File: config.mk
export PLATFORM = sky130hd
export DESIGN_NAME = sweep_scheduler
export DESIGN_NICKNAME = d
export VERILOG_FILES = /design/src/rtl/sweep_scheduler.sv
export SDC_FILE = /design/constraint.sdc
export NUM_CORES = 1
export LEC_CHECK = 0
export ABC_CLOCK_PERIOD_IN_PS = 3050
export BUFFER_PORTS_ARGS = -buffer_cell sky130_fd_sc_hd__buf_2
export CORE_UTILIZATION = 40
export CTS_CLUSTER_SIZE = 12
export DETAILED_ROUTE_END_ITERATION = 10
export PLACE_DENSITY = 0.71
export SETUP_SLACK_MARGIN = 0.3
export SYNTH_ARGS = -nofsm -noshare
export SYNTH_HDL_FRONTEND = slang
export SYNTH_SLANG_ARGS = --single-unit
File: constraint.sdc
create_clock -name newLocClock -period 3.05 [get_ports newLocClock]
set_input_delay 0.1525 -clock newLocClock [delete_from_list [all_inputs] [get_ports newLocClock]]
set_output_delay 0.1525 -clock newLocClock [all_outputs]
set_load 0.02 [all_outputs]
File: src/rtl/sweep_scheduler.sv
// Raster sweep sequencer: one (X_MAX+1)x(Y_MAX+1) pass per accepted tick; writes trail view by LAG cycles.
// pause freezes view and pipeline; run=0 aborts; ticks while busy are dropped (counted if SWEEP_OVERRUN_CNT_EN).
module sweep_scheduler #(
  parameter int X_BITS = 8,
  parameter int Y_BITS = 7,
  parameter int X_MAX  = 159,
  parameter int Y_MAX  = 119,
  parameter int LAG    = 2
) (
  input  logic              newLocClock,
  input  logic              RESET_SIM_N,
  input  logic              run,
  input  logic              game_tick,
  input  logic              pause,
  output logic [X_BITS-1:0] view_x,
  output logic [Y_BITS-1:0] view_y,
  output logic [X_BITS-1:0] write_x,
  output logic [Y_BITS-1:0] write_y,
  output logic              write_flag,
  output logic              sweep_busy,
  output logic              sweep_done,
  output logic [15:0]       frame_count,
  output logic [7:0]        overrun_count
);

  typedef enum logic [1:0] {IDLE, SWEEP, DRAIN} state_t;

  state_t            state_q;
  logic [X_BITS-1:0] vx_q, vx_d;
  logic [Y_BITS-1:0] vy_q, vy_d;
  logic [LAG-1:0]    pv_q;
  logic [X_BITS-1:0] px_q [LAG];
  logic [Y_BITS-1:0] py_q [LAG];
  logic              done_q;
  logic [15:0]       frame_q;

  logic at_row_end, at_last, upstream_vld;

  always_comb begin
    at_row_end = (vx_q == X_BITS'(X_MAX));
    at_last    = at_row_end && (vy_q == Y_BITS'(Y_MAX));
    vx_d       = at_row_end ? '0 : vx_q + X_BITS'(1);
    vy_d       = at_row_end ? vy_q + Y_BITS'(1) : vy_q;
    // Anything still valid ahead of the tail means the drain is not finished.
    upstream_vld = 1'b0;
    for (int i = 0; i < LAG - 1; i++) begin
      upstream_vld = upstream_vld | pv_q[i];
    end
  end

  always_ff @(posedge newLocClock) begin
    if (!RESET_SIM_N) begin
      state_q <= IDLE;
      vx_q    <= '0;
      vy_q    <= '0;
      pv_q    <= '0;
      for (int i = 0; i < LAG; i++) begin
        px_q[i] <= '0;
        py_q[i] <= '0;
      end
      done_q  <= 1'b0;
      frame_q <= '0;
    end else begin
      done_q <= 1'b0;
      if (state_q != IDLE && !run) begin
        state_q <= IDLE;
        vx_q    <= '0;
        vy_q    <= '0;
        pv_q    <= '0;
        for (int i = 0; i < LAG; i++) begin
          px_q[i] <= '0;
          py_q[i] <= '0;
        end
      end else begin
        if (state_q != IDLE && !pause) begin
          for (int i = LAG - 1; i > 0; i--) begin
            pv_q[i] <= pv_q[i-1];
            px_q[i] <= px_q[i-1];
            py_q[i] <= py_q[i-1];
          end
          pv_q[0] <= (state_q == SWEEP);
          px_q[0] <= vx_q;
          py_q[0] <= vy_q;
        end
        case (state_q)
          IDLE: begin
            if (game_tick && run) begin
              state_q <= SWEEP;
              vx_q    <= '0;
              vy_q    <= '0;
            end
          end
          SWEEP: begin
            if (!pause) begin
              if (at_last) begin
                state_q <= DRAIN;
              end else begin
                vx_q <= vx_d;
                vy_q <= vy_d;
              end
            end
          end
          DRAIN: begin
            if (!pause && !upstream_vld) begin
              state_q <= IDLE;
              vx_q    <= '0;
              vy_q    <= '0;
              done_q  <= 1'b1;
              frame_q <= frame_q + 16'd1;
            end
          end
          default: state_q <= IDLE;
        endcase
      end
    end
  end

`ifdef SWEEP_OVERRUN_CNT_EN
  logic [7:0] ovr_q;

  always_ff @(posedge newLocClock) begin
    if (!RESET_SIM_N) begin
      ovr_q <= '0;
    end else if (state_q != IDLE && game_tick && ovr_q != 8'hFF) begin
      ovr_q <= ovr_q + 8'd1;
    end
  end

  assign overrun_count = ovr_q;
`else
  assign overrun_count = '0;
`endif

  assign view_x      = vx_q;
  assign view_y      = vy_q;
  assign write_x     = px_q[LAG-1];
  assign write_y     = py_q[LAG-1];
  assign write_flag  = pv_q[LAG-1] & ~pause;
  assign sweep_busy  = (state_q != IDLE);
  assign sweep_done  = done_q;
  assign frame_count = frame_q;

endmodule

After elaboration in Yosys (flattened, before gate mapping)
Memories as Yosys holds them, arrays and structs flattened.
Cells that the tools add are included.
- register bits: 36
- bits in writable memories: 30
- input bits: 5
- output and inout bits: 57
- word-level logic and storage cells: 85
- memories kept: 2
- add/sub/neg operators: 3
- eq/ne operators: 10
- muxes and demuxes: 34
- bitwise operators: 13
- reduce and logical (&&, ||, !) cells: 17
- memories (memory ; depth ; bits a word ; read ports ; clocked after memory_dff ; wr ports ; line ; text):
    px_q ; 2 ; 8 ; 2 ; 0 ; 2 ; 32 ; logic [X_BITS-1:0] px_q [LAG];
    py_q ; 2 ; 7 ; 2 ; 0 ; 2 ; 33 ; logic [Y_BITS-1:0] py_q [LAG];
- operators by type and width (operator ; number):
    8-bit two-way mux ; 9
    7-bit two-way mux ; 9
    8-bit one-hot mux with 3 select lines ; 1
    7-bit one-hot mux with 3 select lines ; 1
    16-bit by 1-bit adder with 16-bit output (second input constant) ; 1
    2-bit inequality test (second input constant) ; 6
    1-bit two-way mux ; 9
    8-bit by 1-bit adder with 8-bit output (second input constant) ; 1
    8-bit == test (second input constant) ; 1
    2-bit two-way mux ; 4
    1-bit bitwise OR ; 8
    7-bit by 1-bit adder with 7-bit output (second input constant) ; 1
    7-bit == test (second input constant) ; 1
    2-bit one-hot mux with 3 select lines ; 1
    6-bit AND reduction ; 1
    1-bit logical AND ; 5
    5-bit AND reduction ; 1
    1-bit NOT ; 4
    4-bit AND reduction ; 1
    1-bit logical NOT ; 3
    3-bit AND reduction ; 1
    3-bit nonzero test ; 1
    3-bit OR reduction ; 1
    2-bit by 1-bit == test with 1-bit output (second input constant) ; 1
    5 further kinds ; 5

Longest topological paths before layout
Gate-level depths: netlist (run 1).
- word-level depth: 7
- gate-level depth with buffers: 7
- depth with buffers taken out: 5

Worst setup path after synthesis (run 1)
No wires, ideal clock.
- kind: register -> register
- start point: register state_q[1]
- end point: memory px_q[0][0] (enable)
- setup time: 0.465 ns
- arrival time: 1.861 ns
- data required time: 2.585 ns
- slack: 0.725 ns
- stages on the path, launching flop included: 6
- buffers on the path: 2
- cell sequence: dfxtp_1 > clkbuf_1 > o21ba_2 > nor2_1 > clkbuf_1 > nand2_1
- RTL lines (element ; line ; text):
    from (decl) ; 28 ; state_t state_q;
    from (signal assigned) ; 53 ; state_q <= IDLE;
    from (signal assigned) ; 66 ; state_q <= IDLE;
    from (signal assigned) ; 88 ; state_q <= SWEEP;
    to (decl) ; 32 ;

Final worst setup path (run 1)
- start point: register state_q[1]
- end point: register frame_q[15] (netlist: frame_count[15])
- cells in the longest elaborated chain, start to end: 4
- elaborated cells between the ends (all ways): 5
- classes of those cells: eq/ne (1); bitwise (1); reduce/logical (3)
- ends and longest elaborated chain (element ; line ; text):
    2-bit nonzero test ; 65 ; if (state_q != IDLE && !run) begin
    1-bit logical AND ; 65 ;
    1-bit NOT (no source line) ; n/a ;
    3-bit AND reduction (no source line) (*) ; n/a ;
    to (signal assigned) ; 109 ; frame_q <= frame_q + 16'd1;
    to (decl) ; 35 ; logic [15:0] frame_q;
Every way passes the cells marked *; elsewhere a longest branch is shown, timed or not.
A chain may end at the register's enable or synchronous reset.

==> summary.txt, run 1 <==
Timing
  – Time the worst path needs with I/O delays and setup: 2.17 ns
  – Number of failing hold endpoints at the final stage: 0
  – Relative slew slack: 33.6%
  – Max-slew violation count: 0
  – Actual slew at the worst max-slew pin: 0.992 ns
  – Final worst setup slack: 0.877 ns
  – RSZ-0062 raised after global routing: no
  – Final TNS setup: 0 ns
  – WHS: 0.143 ns
  – Number of setup violations in the final report: 0
  – Worst clock skew: 0.00492 ns
  – Highest clock frequency the design can meet: 460 MHz
  – Tcrit/Tclk final: 71.3%

Place
  – Routability congestion estimate from global placement: 0.855
  – Total instance count after detailed placement: 450
  – IO buf count: 53
  – Placed Area: 3470 um2
  – Detailed Place HPWL: 4390 um
  – Post-Place Worst Slack: 0.890 ns

Global routing
  – Remaining global-route overflow: 0
  – First-pass GRT wire length: 10700 um
  – Number of antenna violations at the first check in global routing: 0
  – Largest net degree at the start of global routing: 31
  – Vias in the first global route: 2250
  – Overall Global Routing Usage: 15.9%

Detailed routing
  – Vias per inst: 5.34
  – Total vias in the final route: 2488
  – Final routed wirelength across all metal layers: 6370 um
  – First-iteration detailed-routing DRC count: 236
  – Routed length per placed instance: 13.7 um
  – Remaining number of nets flagged by the antenna check after routing: 0
  – Residual DRC count: 0
  – Number of search-and-repair iterations in the first detailed-routing pass: 4

Synth
  – Sequential area share after synthesis: 49.6%
  – Compound-gate portion of the synthesized area: 11.8%
  – Count of flip-flops with a built-in enable after synthesis: 30
  – Number of storage elements in the synthesis netlist: 66
  – Multiplexer share of the synthesized area: 1.23%
  – Warning count from the yosys run: 0
  – Simple-gate share of the synthesized area: 26.6%
  – Average cell area after synthesis: 10.1 um2
  – Synthesized cell area: 3270 um2
  – Share of synthesized registers carrying an async set or reset: 0%
  – Largest family of logic cells by synthesized area: simple AND/OR/NAND/NOR gates
  – Fraction of synthesized cell area in xor and xnor cells: 1.61%
  – Synth cell types: 57
  – Top_reg_cell synth: sky130_fd_sc_hd__dfxtp_1
  – Post-Syn Instances: 323
  – Post-Synth Adder-Cell Area: 1.15%

CTS
  – Post-CTS setup repair buffer count: 0
  – Clock latency on the worst-skew pair: 0.34 ns
  – Number of buffers between clock root and the deepest sink: 2
  – Root Driver: sky130_fd_sc_hd__clkbuf_8
  – Clock-pin slew on the worst setup and hold paths: 0.07 ns
  – Number of clock buffers inserted by TritonCTS: 9
  – Number of H-tree levels: 3
  – Number of buffers added to fix hold violations after cts: 0
  – TritonCTS clock tree: done
  – Total of cells resized after clock tree synthesis: 0
  – Number of clock sinks: 66

Setup path
  – Setup Crit Path Kind: reg2reg
  – Type of origin of the critical path: register
  – Critical path endpoint category: register
  – R2R setup slack: 0.88 ns
  – Critical path arrival: 2.44 ns
  – Required time at the worst-slack endpoint: 3.32 ns
  – Maximum fanout along the worst path: 15

Layout
  – Summed area of non-filler cells in the final layout: 3660 um2
  – Fin nets: 367
  – Share of cells above drive strength 1: 23.4%
  – Final core utilization: 46.9%
  – Synth-to-Final Area Change: 11.9%
  – Number of filler instances in the final layout: 750
  – Antenna diode instance count: 0
  – Post-Layout Cell Count: 466

Pwr
  – Largest vdd supply drop: 0.182 mV
  – Post-route total power: 1.77 mW
  – P_leak: 1.45 nW
  – PwrDens: 484 nW/um2

Floorplanning
  – Vertical die dimension: 92.4 um
  – Die ar.: 8540 um2
  – Number of placement rows: 32
  – CORE AREA: 7810 um2
  – Chip width: 92.4 um
  – IO Count: 62
  – Initial cell density of the core: 41.9%

Worst hold path
  – Type of the most critical hold path: in2reg

Outcome
  – Run status: finished, final reports clean

Run
  – Number of maximum-capacitance violations: 0
==> cells in the mapped netlist (6+ instances only) <==
library cell | count | area [um2]
sky130_fd_sc_hd__clkbuf_1 | 11 | 41.3
sky130_fd_sc_hd__nor2_1 | 18 | 67.6
sky130_fd_sc_hd__nand2_1 | 19 | 71.3
sky130_fd_sc_hd__inv_1 | 6 | 22.5
sky130_fd_sc_hd__nand4_1 | 7 | 43.8
sky130_fd_sc_hd__buf_4 | 24 | 180
sky130_fd_sc_hd__edfxtp_1 | 30 | 901
sky130_fd_sc_hd__or4_1 | 6 | 45.0
sky130_fd_sc_hd__o21ai_0 | 14 | 70.1
sky130_fd_sc_hd__nand3_1 | 11 | 55.1
sky130_fd_sc_hd__a31oi_1 | 7 | 43.8
sky130_fd_sc_hd__and2_1 | 31 | 194
sky130_fd_sc_hd__dfxtp_1 | 36 | 721
sky130_fd_sc_hd__a21oi_1 | 13 | 65.1
==> cells in the final DEF (no fill, tap or decap), types with 5 or more instances in the layout <==
master | Yosys | routed
sky130_fd_sc_hd__a21oi_1 | 13 | 13
sky130_fd_sc_hd__and2_1 | 31 | 31
sky130_fd_sc_hd__buf_2 | 2 | 53
sky130_fd_sc_hd__dfxtp_1 | 36 | 36
sky130_fd_sc_hd__or4_1 | 6 | 6
sky130_fd_sc_hd__and3_1 | 5 | 5
sky130_fd_sc_hd__xor2_1 | 5 | 5
sky130_fd_sc_hd__nor2_1 | 18 | 18
sky130_fd_sc_hd__edfxtp_1 | 30 | 30
sky130_fd_sc_hd__inv_1 | 6 | 6
sky130_fd_sc_hd__a31oi_1 | 7 | 7
sky130_fd_sc_hd__nand2_1 | 19 | 19
sky130_fd_sc_hd__o211ai_1 | 5 | 5
sky130_fd_sc_hd__nand4_1 | 7 | 7
sky130_fd_sc_hd__nand3_1 | 11 | 11
sky130_fd_sc_hd__or3_1 | 5 | 5
sky130_fd_sc_hd__o21ai_0 | 14 | 14
sky130_fd_sc_hd__conb_1 | 1 | 8
sky130_fd_sc_hd__clkbuf_8 | 0 | 9
==> layout make-up <==
type                       count  area [um2]  share of cell area (%)
multi-input combinational    220        1410                    38.6
sequential                    66        1620                    44.3
clock inverter                 6        57.6                    1.57
clock buffer                  10         128                    3.49
timing repair buffer          56         288                    7.87
inverter                       6        22.5                   0.616
tap                          102         128                    3.49
==> worst max-delay path, stage by stage, from the launching register on <==
cell	delay, ns
sky130_fd_sc_hd__dfxtp_1	0.58
sky130_fd_sc_hd__nor4b_4	0.59
sky130_fd_sc_hd__nand4_4	0.24
sky130_fd_sc_hd__or4_1	0.54
sky130_fd_sc_hd__a21oi_1	0.15
==> state kept, by name, indices dropped and copies added, names as in the netlist <==
| register | count |
|---|---|
| frame_count | 16 |
| pv_q | 2 |
| px_q | 16 |
| py_q | 14 |
| state_q | 2 |
| sweep_done | 1 |
| view_x | 8 |
| view_y | 7 |
==> final timing paths <==
kind                   startpoint               to  cells past startpoint
hold / removal        RESET_SIM_N        view_x[4]                      3
hold reg to reg   frame_count[15]  frame_count[15]                      2
setup reg to reg       state_q[1]  frame_count[15]                      4
setup / recovery       state_q[1]  frame_count[15]                      4
==> per-layer routing <==
| layer | up-vias | global-route usage (%) | part of all wire (%) |
|---|---|---|---|
| met5 | - | 0 | 0 |
| met4 | 0 | 7.42 | 1.8 |
| met3 | 10 | 3.20 | 5.3 |
| met2 | 77 | 25.8 | 48 |
| met1 | 1177 | 20.4 | 45 |
| li1 | 1224 | - | - |
==> power by group <==
part	total [mW]	internal [mW]	leakage [nW]	switching [mW]
logic	0.114	0.0287	0.751	0.0855
clock network	0.695	0.372	0.0958	0.324
registers	0.962	0.951	0.607	0.0102
total	1.77	1.35	1.45	0.419
==> kinds of logic after synthesis <==
logic type               after synthesis
flip-flops                            66
multiplexers                           4
other                                  1
XOR/XNOR                               6
AND/OR/NAND/NOR                      139
buffers and inverters                 44
adder cells (fa/ha/maj)                3
AO/OA/AOI/OAI                         60
Note: power is estimated with default switching activity, not from simulation.
==> run 2: changes to the inputs <==
--- a/config.mk
+++ b/config.mk
@@ -5,12 +5,12 @@
 export SDC_FILE = /design/constraint.sdc
 export NUM_CORES = 1
 export LEC_CHECK = 0
-export ABC_CLOCK_PERIOD_IN_PS = 3050
+export ABC_CLOCK_PERIOD_IN_PS = 1900
 export BUFFER_PORTS_ARGS = -buffer_cell sky130_fd_sc_hd__buf_2
 export CORE_UTILIZATION = 40
 export CTS_CLUSTER_SIZE = 12
 export DETAILED_ROUTE_END_ITERATION = 10
-export PLACE_DENSITY = 0.71
+export PLACE_DENSITY = 0.73
 export SETUP_SLACK_MARGIN = 0.3
 export SYNTH_ARGS = -nofsm -noshare
 export SYNTH_HDL_FRONTEND = slang
==> constraint.sdc (replaced) <==
create_clock -name newLocClock -period 1.9 [get_ports newLocClock]
set_input_delay 0.095 -clock newLocClock [delete_from_list [all_inputs] [get_ports newLocClock]]
set_output_delay 0.095 -clock newLocClock [all_outputs]
set_load 0.02 [all_outputs]
==> run 2 against run 1 <==
  * Combinational power is 96% higher
  * Critical path depth grew 1
  * Sequential share of layout area fell by 4.3 points
  * Clock power is 67% higher
==> summary.txt, run 2 (same netlist as run 1, synthesis figures left out) <==
Timing
  – RSZ-0062 raised after global routing: yes
  – Time the worst path needs with I/O delays and setup: 1.65 ns (-0.526 ns)
  – Highest clock frequency the design can meet: 607 MHz (+32%)
  – Tcrit/Tclk final: 86.7% (+15 points)
  – Max-slew violation count: 0 (unchanged)
  – Final worst setup slack: 0.252 ns (-0.624 ns)
  – Worst clock skew: 0.00700 ns (+0.00208 ns)
  – Number of setup violations in the final report: 0 (unchanged)
  – Final TNS setup: 0 ns (unchanged)
  – Number of failing hold endpoints at the final stage: 0 (unchanged)
  – WHS: 0.0787 ns (-0.0641 ns)

Worst hold path
  – Hold Path End: view_x[4]
  – Depth of the worst hold-timing path: 3 (unchanged)
  – Type of the most critical hold path: in2reg
  – Worst hold start: RESET_SIM_N

Place
  – Total instance count after detailed placement: 460 (+2.2%)
  – Detailed Place HPWL: 4560 um (+3.7%)
  – Placed Area: 3640 um2 (+4.7%)
  – Post-Place Worst Slack: 0.0874 ns (-0.803 ns)
  – Routability congestion estimate from global placement: 0.837 (-2.0%)
  – IO buf count: 53 (unchanged)

Layout
  – Commonest non-fill, non-tap cells in the layout: sky130_fd_sc_hd__buf_2, sky130_fd_sc_hd__buf_4, sky130_fd_sc_hd__and2_1
  – Post-Layout Cell Count: 503 (+7.9%)
  – Final core utilization: 53.5% (+6.6 points)
  – Fin nets: 404 (+10%)
  – Antenna diode instance count: 0 (unchanged)
  – Most common library cell in the layout ignoring fill and taps: sky130_fd_sc_hd__buf_2
  – Summed area of non-filler cells in the final layout: 4180 um2 (+14%)
  – Synth-to-Final Area Change: 27.8%
  – Share of cells above drive strength 1: 39.4% (+16 points)
  – Number of filler instances in the final layout: 696 (-7.2%)

Setup path
  – Maximum fanout along the worst path: 4 (-11)
  – R2R Path End: view_x[2]
  – Register-to-Register Path Depth: 5 (+1)
  – Required time at the worst-slack endpoint: 2.17 ns (-1.15 ns)
  – Critical path endpoint category: register
  – Type of origin of the critical path: register
  – Crit path from: view_x[6]
  – R2R setup slack: 0.25 ns (-0.62 ns)
  – Setup Crit Path Kind: reg2reg
  – Critical path arrival: 1.92 ns (-0.52 ns)
  – Worst R2R Start: view_x[6]

Pwr
  – Int Pwr: 2.18 mW (+61%)
  – PwrDens: 697 nW/um2 (+44%)
  – Share of power burned in the clock network: 39.9% (+0.6 points)
  – Post-route total power: 2.91 mW (+64%)
  – Part of the total power dissipated in combinational logic: 7.7% (+1.3 points)
  – Switching power: 0.728 mW (+74%)
  – Relative contribution of sequential cells to total power: 52.4% (-1.9 points)
  – Sw Ratio: 25.0% (+1.3 points)
  – Largest vdd supply drop: 0.345 mV (+90%)
  – P_leak: 1.69 nW (+16%)

Global routing
  – Overall Global Routing Usage: 16.9% (+0.96 points)
  – Remaining global-route overflow: 0 (unchanged)
  – Largest net degree at the start of global routing: 31 (unchanged)
  – Vias in the first global route: 2315 (+2.9%)
  – Number of antenna violations at the first check in global routing: 0 (unchanged)
  – First-pass GRT wire length: 11200 um (+4.3%)

Detailed routing
  – Number of search-and-repair iterations in the first detailed-routing pass: 4 (unchanged)
  – Vias per inst: 5.27 (-1.2%)
  – Final routed wirelength across all metal layers: 7140 um (+12%)
  – Remaining number of nets flagged by the antenna check after routing: 0 (unchanged)
  – Routed length per placed instance: 14.2 um (+3.8%)
  – First-iteration detailed-routing DRC count: 278 (+18%)
  – Residual DRC count: 0 (unchanged)
  – Total vias in the final route: 2653 (+6.6%)

Floorplanning
  – IO Count: 62 (unchanged)
  – Chip width: 92.4 um (unchanged)
  – Vertical die dimension: 92.4 um (unchanged)
  – Die ar.: 8540 um2 (unchanged)
  – Initial cell density of the core: 41.9% (unchanged)
  – CORE AREA: 7810 um2 (unchanged)
  – Number of placement rows: 32 (unchanged)

CTS
  – Number of clock buffers inserted by TritonCTS: 9 (unchanged)
  – Root Driver: sky130_fd_sc_hd__clkbuf_8
  – TritonCTS clock tree: done
  – Number of clock sinks: 66 (unchanged)
  – Number of buffers added to fix hold violations after cts: 0 (unchanged)
  – Clock latency on the worst-skew pair: 0.35 ns (about the same)
  – Number of buffers between clock root and the deepest sink: 2 (unchanged)
  – Number of H-tree levels: 3 (unchanged)
  – Clock-pin slew on the worst setup and hold paths: 0.07 ns (about the same)

Run
  – Number of maximum-capacitance violations: 0 (unchanged)

Outcome
  – Run status: finished, final reports clean
run 2: how the worst max path moves through the flow:
stage,endpoint,slack [ns],cells past startpoint
floorplan,frame_count[12],0.20,4
global placement,frame_count[15],0.14,4
detailed placement,view_y[5],0.09,5
CTS,frame_count[12],0.29,5
global route,view_y[0],0.15,5
finish,view_x[2],0.25,5
run 2: layout make-up:
cell class	instances	area, um2	area share (%)
Clock buffer	9	124	2.97
Clock inverter	7	70.1	1.68
Inverter	6	22.5	0.539
Multi-Input combinational cell	221	1580	37.8
Sequential cell	66	1670	40.1
Tap cell	102	128	3.06
Timing Repair Buffer	92	582	13.9
run 2: worst max-delay path, cell delays in order, from the launching register on:
cell and delay (ns):
sky130_fd_sc_hd__dfxtp_4 0.37, sky130_fd_sc_hd__or3b_4 0.42, sky130_fd_sc_hd__nor4_4 0.34, sky130_fd_sc_hd__buf_4 0.19, sky130_fd_sc_hd__o211ai_1 0.08, sky130_fd_sc_hd__a31oi_1 0.18
run 2: per-layer routing:
| layer | share of wire [%] | vias to the layer above | track usage, % |
|---|---|---|---|
| met2 | 49 | 81 | 27.0 |
| met4 | 1.7 | 0 | 5.34 |
| li1 | - | 1307 | - |
| met1 | 44 | 1254 | 21.6 |
| met3 | 5.2 | 11 | 5.42 |
| met5 | 0 | - | 0 |
run 2: power by group through the flow:
| stage | Combinational [mW] | Sequential (mW) | Clock (mW) |
|---|---|---|---|
| final | 0.223 | 1.52 | 1.16 |
| after global routing | 0.241 | 1.53 | 1.26 |
| after CTS | 0.208 | 1.53 | 1.18 |
| after detailed placement | 0.200 | 1.57 | 0 |
| after global placement | 0.197 | 1.57 | 0 |
| after floorplan | 0.178 | 1.57 | 0 |
run 2: timing repair:
action,in CTS,in global routing
setup buffers,13,13
endpoints found under the setup margin,81,82
cloned,0,1
pin swaps,7,16
gates resized for setup,11,29
